`config.mk`:
```
export PLATFORM = sky130hd
export DESIGN_NAME = program_sequencer_dbg
export DESIGN_NICKNAME = d
export VERILOG_FILES = /design/src/rtl/program_sequencer_dbg.sv
export SDC_FILE = /design/constraint.sdc
export NUM_CORES = 1
export LEC_CHECK = 0
export CAP_MARGIN = 20
export CORE_MARGIN = 8
export CORE_UTILIZATION = 44
export CTS_CLUSTER_SIZE = 12
export DETAILED_ROUTE_END_ITERATION = 16
export GPL_TIMING_DRIVEN = 0
export HOLD_SLACK_MARGIN = 0.03
export PLACE_DENSITY = 0.78
export SYNTH_ARGS = -nofsm -noshare
export SYNTH_HDL_FRONTEND = slang
export SYNTH_SLANG_ARGS = --single-unit
```
`constraint.sdc`:
```
create_clock -name clk -period 2.8 [get_ports clk]
set_clock_uncertainty 0.2 [all_clocks]
set_input_delay 0.42 -clock clk [delete_from_list [all_inputs] [get_ports clk]]
set_output_delay 0.42 -clock clk [all_outputs]
set_load 0.005 [all_outputs]
```
`src/rtl/program_sequencer_dbg.sv`:
```
// Program sequencer with debug control for the 8-bit nanoprocessor core.
// Owns the program counter, resolves jumps into the program-memory address,
// and gates datapath execution through a halt / single-step / breakpoint FSM.
module program_sequencer_dbg #(
    parameter int unsigned PC_W = 8
) (
    input  logic            clk,
    input  logic            reset_n,
    input  logic            jmp,
    input  logic            jmp_nz,
    input  logic            dont_jmp,
    input  logic [3:0]      ir_nibble,
    input  logic            halt_req,
    input  logic            run,
    input  logic            step,
    input  logic            bp_en,
    input  logic [PC_W-1:0] bp_addr,
    output logic [PC_W-1:0] pm_addr,
    output logic [PC_W-1:0] pc,
    output logic [PC_W-1:0] from_PS,
    output logic            core_en,
    output logic            halted,
    output logic [15:0]     instr_count
);

    typedef enum logic [1:0] {StBoot, StRun, StHalted} state_t;

    state_t          state_q, state_d;
    logic [PC_W-1:0] pc_q;
    logic            bp_skip_q;
    logic            run_q;
    logic            step_q;
    logic [15:0]     cnt_q;

    logic            run_p;
    logic            step_p;
    logic            take_jmp;
    logic            hit;
    logic [PC_W-1:0] exec_target;

    assign run_p    = run & ~run_q;
    assign step_p   = step & ~step_q;
    assign take_jmp = jmp | (jmp_nz & ~dont_jmp);
    // bp_skip lets the instruction at the breakpoint run once after a resume
    assign hit      = halt_req | (bp_en & (pc_q == bp_addr) & ~bp_skip_q);

    // Address of the next instruction when the current one executes
    always_comb begin
        exec_target = pc_q + 1'b1;
        if (take_jmp) begin
            exec_target = {pc_q[PC_W-1:4], ir_nibble};
        end
    end

    // Next-state, fetch address and execute enable
    always_comb begin
        state_d = state_q;
        pm_addr = pc_q;
        core_en = 1'b0;
        unique case (state_q)
            StBoot: begin
                pm_addr = '0;
                state_d = halt_req ? StHalted : StRun;
            end
            StRun: begin
                if (hit) begin
                    state_d = StHalted;
                end else begin
                    core_en = 1'b1;
                    pm_addr = exec_target;
                end
            end
            StHalted: begin
                if (run_p) begin
                    core_en = 1'b1;
                    pm_addr = exec_target;
                    state_d = StRun;
                end else if (step_p) begin
                    core_en = 1'b1;
                    pm_addr = exec_target;
                end
            end
            default: begin
                state_d = StBoot;
                pm_addr = '0;
            end
        endcase
    end

    // State, program counter, edge detectors, breakpoint skip and counter
    always_ff @(posedge clk or negedge reset_n) begin
        if (!reset_n) begin
            state_q   <= StBoot;
            pc_q      <= '0;
            bp_skip_q <= 1'b0;
            run_q     <= 1'b0;
            step_q    <= 1'b0;
            cnt_q     <= '0;
        end else begin
            state_q <= state_d;
            pc_q    <= pm_addr;
            run_q   <= run;
            step_q  <= step;
            if (core_en) begin
                bp_skip_q <= (state_q == StHalted);
                if (cnt_q != 16'hFFFF) begin
                    cnt_q <= cnt_q + 16'd1;
                end
            end
        end
    end

    assign pc          = pc_q;
    assign from_PS     = pc_q;
    assign halted      = (state_q == StHalted);
    assign instr_count = cnt_q;

endmodule

```
==> run summary <==
first-pass GRT wire length - 9010 um
post-route cell area - 2980 sq um
failing checks - negative setup slack
Worst Max-Slew Pin Slew - 0.626 ns
overall via count from detail_route - 1841
drt total wl - 6330 um
xor and xnor area share after synthesis - 0.124
Cell Rows - 22
Req. time, crit path - 2.18 ns
Worst Setup Start Kind - primary input
crit path DAT - 2.38 ns
Worst-Skew Late Latency - 0.28 ns
main combinational cell family by area after synthesis - simple AND/OR/NAND/NOR gates
antenna viol nets, final - 0
CTS Root Cell - clkbuf_8
WHS - 0.223 ns
sequential fraction of the synthesis area - 0.427
combinational share of power - 0.545
Routed wire per std cell - 18.9 um
CP Max Fanout - 4
Slowest cell on crit path - clkdlybuf4s50_1
Internal - 1.25 mW
P_leak - 1.36 nW
share of cells above drive strength 1 - 0.366
Starting Density - 0.460
asr flop ratio synth - 1.00
Core ar. - 3690 sq um
Worst Path Buf+Inv - 3
main area contributors after synthesis - dfrtp_1, xnor2_1, nand3_1
FF-to-FF Start - from_PS[5]
Clk network pwr share - 0.166
CTS Buf Count - 5
die height - 78.1 um
HP Class - in2async
DP HPWL - 3570 um
cell count of the worst reg-to-reg path - 14
Setup CP Type - in2out
pwr dens - 675 nW/um^2
Worst Setup End Kind - output pin
final setup vio count - 10
CP Depth - 9
CTS tree - built
All-Layer GR Usage - 0.185
switching part of the total - 0.380
Crit path max-delay family - buffers and inverters
Vias per Instance - 5.50
RSZ-0062 raised after global routing - true
placed cell area - 2410 sq um
Distinct cells, synth - 38
f_max - 0.333 GHz
Sw Pwr - 0.765 mW
largest net degree at the start of global routing - 15
Max-cap violations - 0
Slew headroom - 0.576
Area Overhead vs Synth - 75.8%
die area - 6100 sq um
DR pass1 iterations - 4
# hold bufs at CTS - 0
initial antenna violation count - 0
clk slew on worst S/H paths - 0.06 ns
multiplexer share of the synthesized area - 0.0310
syn_nets - 201
max-slew violation count - 0
Compound-Gate Fraction of Synth Area - 0.113
Post-synth top flop - dfrtp_1
H-tree level count - 2
mapped cell area - 1700 sq um
GP Congestion - 0.811
Antenna Cells - 0
cell taking the most area after synthesis - dfrtp_1
Cells after Synth - 175
syn_area_per_cell - 9.70 sq um
synthesized-area fraction occupied by adder cells - 0.0368
initial DRC count - 109
Nets - 312
clk sink count - 29
slowest stage delay, CP - 0.41 ns
reg2reg setup slack - -0.07 ns
number of global-route vias before repair - 1836
Seq pwr share - 0.289
post-synthesis simple-gate area fraction - 0.206
R2R Path End - from_PS[2]
Final Critical Period - 3.00 ns
CTS max path bufs - 2
Peak VDD IR - 0.518 mV
final setup margin - -0.203 ns
number of synthesized flops with an enable pin - 0
fill count - 232
DRC errors left - 0
YS warnings - 0
IO Port Bufs - 62
area share of the largest cell type after synthesis - 0.427
final hold viol count - 0
Die Wd - 78.1 um
crit share post-route - 1.07
synthesized flop and latch total - 29
CP Cell Sequence - clkdlybuf4s50_1 -> xnor2_1 -> nand2_2 -> o31ai_4 -> o2bb2ai_4 -> buf_4 -> a221oi_2 -> nor2b_1 -> buf_2
status - finished with violations
Ports - 63
total grt overflow - 0
## placed cells by master, fill, tap and decap left out, drive strengths merged, types with 2 or more instances in the layout
cell,n
a211oi,2
a21oi,6
and3,6
and4,4
buf,59
clkbuf,8
clkdlybuf4s50,43
clkinv,2
dfrtp,29
dlygate4sd2,8
dlymetal6s2s,3
ha,5
inv,7
mux2,2
mux2i,3
nand2,14
nand3,15
nand4,7
nor2,6
nor2b,5
o21a,2
o21ai,6
o31ai,4
or2,2
xnor2,20
xor2,4
## registers in the layout, summed over array words and instances (netlist names)
name         flops
step_q           1
state_q          2
instr_count     16
run_q            1
from_PS          8
bp_skip_q        1
## layout make-up
type | count | area, sq um | area share
clock inverters | 2 | 10.0 | 0.00335
repair buffers | 104 | 950 | 0.318
well taps | 48 | 60.1 | 0.0201
multi-input cells | 127 | 1050 | 0.351
plain buffers | 12 | 85.1 | 0.0285
flip-flops and latches | 29 | 733 | 0.246
clock buffers | 6 | 72.6 | 0.0243
inverters | 7 | 26.3 | 0.00881
## power by group through the flow
stage                     Combinational (mW)  Clock, mW  Sequential (mW)
final                                   1.10      0.334            0.582
after global placement                 0.696          0            0.587
after floorplan                        0.388          0            0.572
after CTS                              0.998      0.339            0.572
after global routing                    1.18      0.367            0.593
after detailed placement               0.715          0            0.587
## layer usage
metal	up-vias	GRT usage	share of wire
li1	837	-	-
met2	90	0.314	0.51
met1	895	0.205	0.39
met5	-	0	0
met4	0	0.0741	0.028
met3	19	0.0695	0.077
## how the worst max path moves through the flow
stage | start | end | slack, ns
2_1_floorplan | from_PS[2] | pm_addr[7] | 0.32
3_3_place_gp | bp_addr[4] | pm_addr[1] | -0.65
3_5_place_dp | bp_addr[0] | pm_addr[0] | -0.66
4_1_cts | from_PS[2] | pm_addr[7] | -0.07
5_1_grt | bp_addr[5] | pm_addr[1] | -0.26
6_report | bp_addr[5] | pm_addr[5] | -0.20
## what timing repair did
action                                  4_1_cts  5_1_grt
buffers inserted                             30       10
gates resized for setup                      80       19
endpoints found under the setup margin        9       10
pin swaps                                    20       10
## cell usage after synthesis (2+ instances only)
master,number
o31ai_1,4
a21oi_1,6
nand4_1,7
nand3_1,15
and3_1,6
nor2b_1,5
and4_1,4
nand2_1,14
ha_1,5
o21a_1,2
clkbuf_1,2
xnor2_1,20
xor2_1,4
nor2_1,6
dfrtp_1,29
buf_4,9
o21ai_0,6
inv_1,7
mux2i_1,3
mux2_2,2
a211oi_1,2
## per-stage QoR
stage                     power, mW  utilization  cells  worst slack (ns)  setup TNS, ns
after global placement         1.28        0.645    285            -0.654          -5.30
after detailed placement       1.30        0.653    287            -0.658          -5.31
final                          2.01        0.809    335            -0.203          -1.28
after floorplan               0.960            -    175             0.323              0
after CTS                      1.91        0.769    325           -0.0682        -0.0682
after global routing           2.14        0.809    335            -0.256          -1.80
## logic make-up after synthesis
family / Yosys count
AOI/OAI and AO/OA: 29
xor gates and xnor gates: 24
adders and majority gates: 5
buffers and inverters: 19
DFF: 29
muxes: 5
and+or+nand+nor: 64
Note: power is estimated with default switching activity, not from simulation.
